===== src/rtl/gesture_pose_sequencer.sv =====
// Gesture pose sequencer. Debounces the finger-count gesture stream, looks up
// a target pose in a host-writable pose table and slew-limits every servo
// channel toward it at one degree per STEP_DIV cycles.
//
// Optional feature macro: GESTURE_TIMEOUT_EN. When defined, TIMEOUT_CYCLES
// consecutive cycles without gesture_valid force target_pose back to the
// rest pose 0.
//
// Ports:
//   clk, rst_n      clock, asynchronous active-low reset
//   finger_count    detected finger count, qualified by gesture_valid
//   gesture_valid   one sample per asserted cycle
//   cfg_we          pose table write strobe (cfg_pose, cfg_servo, cfg_angle)
//   servo_angle     current angles, channel i at [i*ANGLE_W +: ANGLE_W]
//   target_pose     committed pose index
//   busy            high while moving
//   pose_reached    one-cycle pulse when all channels reach the target
module gesture_pose_sequencer #(
  parameter int unsigned NUM_SERVOS     = 4,
  parameter int unsigned ANGLE_W        = 8,
  parameter int unsigned NUM_POSES      = 8,
  parameter int unsigned MAX_ANGLE      = 180,
  parameter int unsigned STABLE_COUNT   = 3,
  parameter int unsigned STEP_DIV       = 16,
  parameter int unsigned TIMEOUT_CYCLES = 1000000,
  localparam int unsigned PoseW  = (NUM_POSES > 1) ? $clog2(NUM_POSES) : 1,
  localparam int unsigned ServoW = (NUM_SERVOS > 1) ? $clog2(NUM_SERVOS) : 1
) (
  input  logic                          clk,
  input  logic                          rst_n,
  input  logic [3:0]                    finger_count,
  input  logic                          gesture_valid,
  input  logic                          cfg_we,
  input  logic [PoseW-1:0]              cfg_pose,
  input  logic [ServoW-1:0]             cfg_servo,
  input  logic [ANGLE_W-1:0]            cfg_angle,
  output logic [NUM_SERVOS*ANGLE_W-1:0] servo_angle,
  output logic [PoseW-1:0]              target_pose,
  output logic                          busy,
  output logic                          pose_reached
);

  localparam int unsigned CntW  = $clog2(STABLE_COUNT + 1);
  localparam int unsigned TickW = (STEP_DIV > 1) ? $clog2(STEP_DIV) : 1;
  localparam logic [ANGLE_W-1:0] MaxAngle  = ANGLE_W'(MAX_ANGLE);
  localparam logic [ANGLE_W-1:0] RestAngle = ANGLE_W'(90);
  localparam logic [CntW-1:0]    StableMax = CntW'(STABLE_COUNT);
  localparam logic [TickW-1:0]   TickLast  = TickW'(STEP_DIV - 1);

  if (STABLE_COUNT < 1 || STEP_DIV < 1 || TIMEOUT_CYCLES < 1) begin : g_bad_params
    $error("gesture_pose_sequencer: STABLE_COUNT, STEP_DIV, TIMEOUT_CYCLES must be >= 1");
  end

  typedef enum logic {StIdle, StMove} state_e;

  state_e state_q, state_d;

  logic [ANGLE_W-1:0] table_q [NUM_POSES][NUM_SERVOS];
  logic [ANGLE_W-1:0] angle_q [NUM_SERVOS];
  logic [ANGLE_W-1:0] angle_d [NUM_SERVOS];
  logic [ANGLE_W-1:0] goal    [NUM_SERVOS];
  logic               all_match;

  logic [TickW-1:0] tick_q, tick_d;
  logic [PoseW-1:0] cand_q, cand_d, target_q, target_d;
  logic [CntW-1:0]  cnt_q, cnt_d;
  logic             pose_reached_q, pose_reached_d;

  // Pose table: out-of-range addresses are dropped, angles clamp to MaxAngle.
  logic               cfg_hit;
  logic [ANGLE_W-1:0] cfg_clamped;
  assign cfg_hit     = cfg_we && (32'(cfg_pose) < NUM_POSES) && (32'(cfg_servo) < NUM_SERVOS);
  assign cfg_clamped = (cfg_angle > MaxAngle) ? MaxAngle : cfg_angle;

  always_ff @(posedge clk or negedge rst_n) begin
    if (!rst_n) begin
      for (int p = 0; p < int'(NUM_POSES); p++) begin
        for (int s = 0; s < int'(NUM_SERVOS); s++) begin
          table_q[p][s] <= RestAngle;
        end
      end
    end else if (cfg_hit) begin
      table_q[cfg_pose][cfg_servo] <= cfg_clamped;
    end
  end

  // Goal reads the pre-write table, so a same-cycle write affects the next step.
  always_comb begin
    all_match = 1'b1;
    for (int i = 0; i < int'(NUM_SERVOS); i++) begin
      goal[i] = table_q[target_q][i];
      if (angle_q[i] != goal[i]) all_match = 1'b0;
    end
  end

  // Debounce: candidate plus saturating run-length counter.
  logic             sample_ok;
  logic [PoseW-1:0] sample_idx;
  assign sample_ok  = gesture_valid && (32'(finger_count) < NUM_POSES);
  assign sample_idx = PoseW'(finger_count);

`ifdef GESTURE_TIMEOUT_EN
  localparam int unsigned TmoW = $clog2(TIMEOUT_CYCLES + 1);
  localparam logic [TmoW-1:0] TmoLast = TmoW'(TIMEOUT_CYCLES - 1);
  logic [TmoW-1:0] tmo_q, tmo_d;
`endif

  always_comb begin
    cand_d   = cand_q;
    cnt_d    = cnt_q;
    target_d = target_q;
    if (sample_ok) begin
      if (sample_idx == cand_q) begin
        if (cnt_q != StableMax) cnt_d = cnt_q + 1'b1;
      end else begin
        cand_d = sample_idx;
        cnt_d  = CntW'(1);
      end
      // Commit on the edge the run length is reached; no extra stage.
      if (cnt_d == StableMax) target_d = cand_d;
    end
`ifdef GESTURE_TIMEOUT_EN
    tmo_d = gesture_valid ? '0 : tmo_q + 1'b1;
    if (!gesture_valid && tmo_q == TmoLast) begin
      target_d = '0;
      cand_d   = '0;
      cnt_d    = '0;
      tmo_d    = '0;
    end
`endif
  end

  // FSM state register.
  always_ff @(posedge clk or negedge rst_n) begin
    if (!rst_n) state_q <= StIdle;
    else        state_q <= state_d;
  end

  // FSM next state.
  always_comb begin
    state_d = state_q;
    unique case (state_q)
      StIdle:  if (!all_match) state_d = StMove;
      StMove:  if (all_match)  state_d = StIdle;
      default: state_d = StIdle;
    endcase
  end

  // FSM outputs and slew datapath. The tick counter only runs while moving, so
  // a retarget mid-move keeps the step cadence.
  always_comb begin
    busy           = (state_q == StMove);
    pose_reached_d = (state_q == StMove) && all_match;
    tick_d         = '0;
    for (int i = 0; i < int'(NUM_SERVOS); i++) angle_d[i] = angle_q[i];
    if (state_q == StMove && !all_match) begin
      tick_d = (tick_q == TickLast) ? '0 : tick_q + 1'b1;
      if (tick_q == TickLast) begin
        for (int i = 0; i < int'(NUM_SERVOS); i++) begin
          if (angle_q[i] < goal[i])      angle_d[i] = angle_q[i] + 1'b1;
          else if (angle_q[i] > goal[i]) angle_d[i] = angle_q[i] - 1'b1;
        end
      end
    end
  end

  always_ff @(posedge clk or negedge rst_n) begin
    if (!rst_n) begin
      for (int i = 0; i < int'(NUM_SERVOS); i++) angle_q[i] <= RestAngle;
      tick_q         <= '0;
      cand_q         <= '0;
      cnt_q          <= '0;
      target_q       <= '0;
      pose_reached_q <= 1'b0;
    end else begin
      for (int i = 0; i < int'(NUM_SERVOS); i++) angle_q[i] <= angle_d[i];
      tick_q         <= tick_d;
      cand_q         <= cand_d;
      cnt_q          <= cnt_d;
      target_q       <= target_d;
      pose_reached_q <= pose_reached_d;
    end
  end

`ifdef GESTURE_TIMEOUT_EN
  always_ff @(posedge clk or negedge rst_n) begin
    if (!rst_n) tmo_q <= '0;
    else        tmo_q <= tmo_d;
  end
`endif

  always_comb begin
    for (int i = 0; i < int'(NUM_SERVOS); i++) begin
      servo_angle[i*ANGLE_W +: ANGLE_W] = angle_q[i];
    end
  end

  assign target_pose  = target_q;
  assign pose_reached = pose_reached_q;

endmodule


===== config.mk =====
export PLATFORM = sky130hd
export DESIGN_NAME = gesture_pose_sequencer
export DESIGN_NICKNAME = d
export VERILOG_FILES = /design/src/rtl/gesture_pose_sequencer.sv
export SDC_FILE = /design/constraint.sdc
export NUM_CORES = 1
export LEC_CHECK = 0
export CAP_MARGIN = 10
export CELL_PAD_IN_SITES_DETAIL_PLACEMENT = 0
export CELL_PAD_IN_SITES_GLOBAL_PLACEMENT = 1
export CORE_ASPECT_RATIO = 0.7
export CORE_MARGIN = 3
export CORE_UTILIZATION = 50
export CTS_CLUSTER_DIAMETER = 120
export DETAILED_ROUTE_END_ITERATION = 8
export PLACE_DENSITY = 0.78
export SKIP_LAST_GASP = 1
export SLEW_MARGIN = 5
export SYNTH_ARGS = -nofsm -noshare
export SYNTH_HDL_FRONTEND = slang
export SYNTH_SLANG_ARGS = --single-unit

===== constraint.sdc =====
create_clock -name clk -period 5.74 [get_ports clk]
set_input_delay 1.148 -clock clk [delete_from_list [all_inputs] [get_ports clk]]
set_output_delay 1.148 -clock clk [all_outputs]
set_load 0.02 [all_outputs]

# --- Word-level counts from Yosys, hierarchy flattened ---
# Cells that the tools add are included.
classes:
  n_eq_ne: 8
  n_reduce_logical: 15
  muxes: 28
  n_bitwise: 3
  n_addsub: 10
  n_lt_le_gt_ge: 15
op_table:
  columns: ["operator", "count"]
  rows:
  - ["bitwise mux 256 bit", 1]
  - ["binary-select mux 32 bit (select 3 bit)", 1]
  - ["demux 32 bit (select 3 bit)", 1]
  - ["2-to-1 mux 32 bit", 3]
  - ["2-to-1 mux 8 bit", 10]
  - ["adder 8 x 1 -> 8 bit, second input constant", 4]
  - ["greater-than comparator 8 bit", 4]
  - ["less-than comparator 8 bit", 4]
  - ["inequality test 8 bit", 4]
  - ["subtractor 8 x 1 -> 8 bit, second input constant", 4]
  - ["demux 8 bit (select 2 bit)", 1]
  - ["AND reduction 3 bit", 4]
  - [">= comparator 4 bit, second input constant", 2]
  - ["greater-than comparator 8 bit, second input constant", 1]
  - ["2-to-1 mux 4 bit", 2]
  - ["inverter 3 -> 4 bit", 2]
  - ["nonzero test 2 bit", 4]
  - ["2-to-1 mux 2 bit", 3]
  - ["logical AND 1 bit", 5]
  - ["2-to-1 mux 1 bit", 5]
  - ["adder 4 x 1 -> 4 bit, second input constant", 1]
  - ["== test 4 bit, second input constant", 1]
  - ["less-than comparator 4 x 1 -> 1 bit, second input constant", 1]
  - ["less-than comparator 4 bit, second input constant", 1]
  - ["other kinds (10)", 10]
totals:
  out_inout_bits: 37
  word_cells: 121
  ff_bits: 302
  input_bits: 21

# --- Depth between registers and ports, before layout ---
depth:
  ltp_word: 12
  ltp_mapped: 16
  depth_no_buf: 14

# --- Least setup slack after synthesis ---
# OpenSTA, ideal clock, no wires.
synth_path:
  kind: "reg2reg"
  start: "register target_q[0], in the netlist target_pose[0]"
  end: "register angle_q, in the netlist servo_angle[7]"
  path_buffers: 2
  t_arrival_ns: 4.069
  setup_time_ns: 0.080
  required_time_ns: 5.660
  stages_incl_launch_ff: 17
  synth_period_minus_slack_ns: 4.149
  setup_slack_ns: 1.591
  path_cell_list: "dfrtp_1 buf_2 buf_2 mux4_2 mux2i_1 ha_1 a21oi_1 nand2_1 a21oi_1 nand2_1 ha_1 a21oi_1 o211ai_1 o41a_2 and3_2 o211ai_1 xnor2_1"
synth_via:
  elab_chain_cells: 12
  word_cells_on_any_way: 19
  classes_between: "order compare: 2; eq/ne: 4; mux: 8; bitwise: 1; reduce/logical: 4"
synth_rtl:
  columns: ["item", "line", "text"]
  rows:
  - ["from (decl)", "65", "logic [PoseW-1:0] cand_q, cand_d, target_q, target_d;"]
  - ["from (signal assigned)", "180", "target_q <= target_d;"]
  - ["inverter 3 -> 4 bit (not written as such) (*)", "91", "goal[i] = table_q[target_q][i];"]
  - ["binary-select mux 32 bit (select 3 bit) (*)", "91", null]
  - ["2-to-1 mux 32 bit (not written as such) (*) (2 in series)", "91", null]
  - ["inequality test 8 bit", "92", "if (angle_q[i] != goal[i]) all_match = 1'b0;"]
  - ["2-to-1 mux 1 bit (4 in series)", "92", null]
  - ["logical NOT 1 bit", "156", "if (state_q == StMove && !all_match) begin"]
  - ["logical AND 1 bit", "156", null]
  - ["AND reduction 3 bit (no line)", null, null]
  - ["to (decl)", "59", "logic [ANGLE_W-1:0] angle_q [NUM_SERVOS];"]
# Every way passes the cells marked *; elsewhere a longest branch is shown, timed or not. The select of a mux whose other input is x is not followed.
# A chain may end at the register's enable or synchronous reset.

# --- Final worst setup path ---
layout_path:
  start: "register target_q[0], in the netlist target_pose[0]"
  end: "register angle_q, in the netlist servo_angle[15]"
# Same word-level chain as after synthesis.

==> flow_summary.json <==
{
  "dp_cells": 1661,
  "antenna_found_initial": 2,
  "p_sw_mw": 3.49,
  "synth_top_area_share_pct": 26.9,
  "r2r_slack_ns": 1.27,
  "synth_commonest_cells": "nand2_1, o21ai_0, dfrtp_1",
  "ant_nets": 0,
  "vias_per_cell": 5.62,
  "fmax_ghz": 0.224,
  "netlist_area_um2": 14700,
  "power_frac_seq_pct": 33.2,
  "cts_sinks": 302,
  "grt_max_degree": 125,
  "root_buffer": "clkbuf_16",
  "core-area_um2": 28400,
  "ctsResizeCount": 0,
  "synthMostInstantiatedCell": "nand2_1",
  "p_total_mw": 9.58,
  "swShare_pct": 36.5,
  "drt_wl_total_um": 33100,
  "path_cells": "buf_12 -> mux4_2 -> mux2i_1 -> ha_1 -> nand4_1 -> a21o_1 -> nand2_1 -> ha_1 -> a21oi_1 -> o211ai_1 -> o41a_1 -> and3_1 -> o211ai_1 -> xnor2_1",
  "yosys.area.top_type": "dfrtp_1",
  "finClkSkew_ns": 0.00948,
  "combinationalPowerShare_pct": 45.5,
  "cts_buffer_depth": 3,
  "die-area_um2": 31500,
  "period_needed_ns": 4.47,
  "critPathArrivalTime_ns": 4.94,
  "min_from": "tick_q[0]$_DFF_PN0_",
  "rr_startpoint": "target_pose[0]$_DFFE_PN0P_",
  "synth-edff-count": 0,
  "dr_total_vias": 9664,
  "die_width_um": 211,
  "cts_tree": "yes",
  "fin_cells": 1719,
  "peakVddDrop_uv": 299,
  "final.fill_count": 2358,
  "slew_violations": 0,
  "grt_pass1_wl_um": 55100,
  "synth_ff_type": "dfrtp_1",
  "port_buffers": 57,
  "syn_to_final_growth_pct": 13.1,
  "drive_above_1_share_pct": 25.8,
  "grt_pass1_vias": 9806,
  "insertion_delay_ns": 0.56,
  "endpoint_kind": "register",
  "crit_start": "target_pose[0]$_DFFE_PN0P_",
  "overflow": 0,
  "finalHoldViolations": 0,
  "grt_setup_unrepaired": "false",
  "syn_nets": 1379,
  "syn_avg_cell_area_um2": 11.3,
  "async_flop_share_pct": 100,
  "htree_levels": 1,
  "relSlewSlack_pct": 18.6,
  "rows": 51,
  "groute.usage.overall_pct": 21.9,
  "cts_setup_buffers": 0,
  "worstMarginPinSlew_ns": 1.22,
  "yosys-top-cells-area": "dfrtp_1, dfstp_2, mux4_2",
  "start_util_pct": 51.8,
  "cts_buffers": 31,
  "io_pins": 58,
  "power_density_nw_per_um2": 576,
  "clkPwrFrac_pct": 21.4,
  "start_kind": "register",
  "path_class": "register to register",
  "dr.pass1.iters": 5,
  "hpwl_um": 21500,
  "holdWs_ns": 0.469,
  "synth_seq_cells": 302,
  "crit_path_max_incr_delay_ns": 0.64,
  "globalplace.congestion": 0.798,
  "cp_slowest_cell": "dfrtp_4",
  "die_h_um": 150,
  "yosys_warnings": 0,
  "period_share_pct": 77.8,
  "clk_pin_slew_ns": 0.06,
  "fin_setup_tns_ns": 0,
  "wl_per_cell_um": 19.3,
  "drc": 0,
  "internal-power_mw": 6.09,
  "cap_violations": 0,
  "finalNetCount": 1405,
  "hp-class": "register to register",
  "setup_viol": 0,
  "drtIter0Drc": 566,
  "syn-instance-count": 1297,
  "synth.distinct_cells": 38,
  "status": "finished, final reports clean",
  "path_max_fanout": 41,
  "p_leak_nw": 6.91,
  "worstPathRequired_ns": 6.21,
  "synth_seq_area_share_pct": 52.6,
  "hold_buffers": 0
}
## kinds of logic after synthesis
family | share of synthesized area [%]
and+or+nand+nor | 10.1
DFF | 52.6
AOI/OAI and AO/OA | 10.8
muxes | 16.8
buffers and inverters | 2.43
adders and majority gates | 5.39
xor gates and xnor gates | 1.96
## cell usage in the layout (no fill, tap or decap), types with 2 or more instances in the layout
master / Yosys / layout
o41a_1: 2 / 2
nand2_1: 276 / 276
a21o_1: 8 / 8
xor2_1: 9 / 9
clkbuf_8: 0 / 6
a211o_1: 4 / 4
clkdlybuf4s50_1: 0 / 56
mux2i_1: 28 / 28
o21bai_1: 4 / 4
and3b_1: 3 / 3
clkbuf_16: 0 / 31
nor4_1: 2 / 2
and3_2: 2 / 2
buf_12: 0 / 3
a21oi_1: 38 / 36
bufinv_16: 0 / 3
mux2_2: 65 / 65
nand4_1: 8 / 8
o21ai_0: 225 / 225
nor3_1: 6 / 6
fa_1: 4 / 4
nand2_2: 4 / 4
buf_4: 0 / 11
o211ai_1: 12 / 12
o41a_2: 2 / 2
nor3b_1: 3 / 3
and3_1: 7 / 7
xnor2_1: 24 / 24
ha_1: 57 / 57
inv_1: 15 / 15
nand3_1: 15 / 15
nor2b_1: 6 / 5
nor2_1: 19 / 19
clkbuf_1: 68 / 13
dfrtp_2: 0 / 2
mux4_2: 64 / 64
dfrtp_1: 158 / 155
dfstp_2: 144 / 144
clkinv_2: 0 / 3
a21oi_2: 0 / 2
## power by group through the flow
| stage | Sequential, mW | Clock (mW) | Combinational, mW |
|---|---|---|---|
| floorplan | 3.16 | 0 | 3.26 |
| global placement | 3.20 | 0 | 4.27 |
| detailed placement | 3.21 | 0 | 4.36 |
| CTS | 3.18 | 2.09 | 4.41 |
| global route | 3.26 | 2.18 | 4.93 |
| finish | 3.18 | 2.05 | 4.36 |
## flip-flops by register name, indices dropped and copies added (netlist names)
register      cells
cnt_q             2
cand_q            3
target_pose       3
table_q         256
servo_angle      32
busy              1
tick_q            4
pose_reached      1
## metrics by stage
step | setup slack [ns] | cell area [µm²] | utilization [%]
2_1_floorplan | 1.59 | 14700 | -
3_3_place_gp | 1.32 | 15600 | 55.0
3_5_place_dp | 1.27 | 15600 | 55.0
4_1_cts | 1.22 | 16600 | 58.6
5_1_grt | 0.785 | 16600 | 58.6
6_report | 1.27 | 16600 | 58.6
## worst max-delay path, delay by kind of cell, from the launching register on
| family | cells | cell delay, ns |
|---|---|---|
| flip-flops | 1 | 0.64 |
| AO/OA/AOI/OAI | 5 | 1.06 |
| AND/OR/NAND/NOR | 3 | 0.66 |
| buffers and inverters | 1 | 0.36 |
| XOR/XNOR | 1 | 0.15 |
| adder cells (fa/ha/maj) | 2 | 0.65 |
| multiplexers | 2 | 0.81 |
## routing by layer
metal | GRT usage (%) | wire [µm] | vias up
li1 | - | - | 4646
met1 | 32.8 | 16400 | 4837
met2 | 34.5 | 15000 | 137
met3 | 3.31 | 1140 | 44
met4 | 4.08 | 585 | 0
met5 | 0 | 0 | -
## area by class of cell
type	instances	area (µm²)	area share, %
multi-input combinational	902	6620	39.8
tap	371	464	2.79
timing repair buffer	71	718	4.32
inverter	15	56.3	0.339
antenna	1	2.50	0.0150
clock buffer	50	907	5.45
clock inverter	7	114	0.685
sequential	302	7740	46.6
## path summary, 6_finish.rpt
kind | endpoint | depth (start not counted)
setup / recovery | servo_angle[15]$_DFFE_PN0P_ | 14
hold / removal | tick_q[0]$_DFF_PN0_ | 1
setup reg to reg | servo_angle[15]$_DFFE_PN0P_ | 14
hold reg to reg | tick_q[0]$_DFF_PN0_ | 1
max in group asynchronous | table_q[164]$_DFFE_PN1P_ | 2
min in group asynchronous | table_q[234]$_DFFE_PN0P_ | 1
No activity file was read; power rests on OpenSTA's default activity.
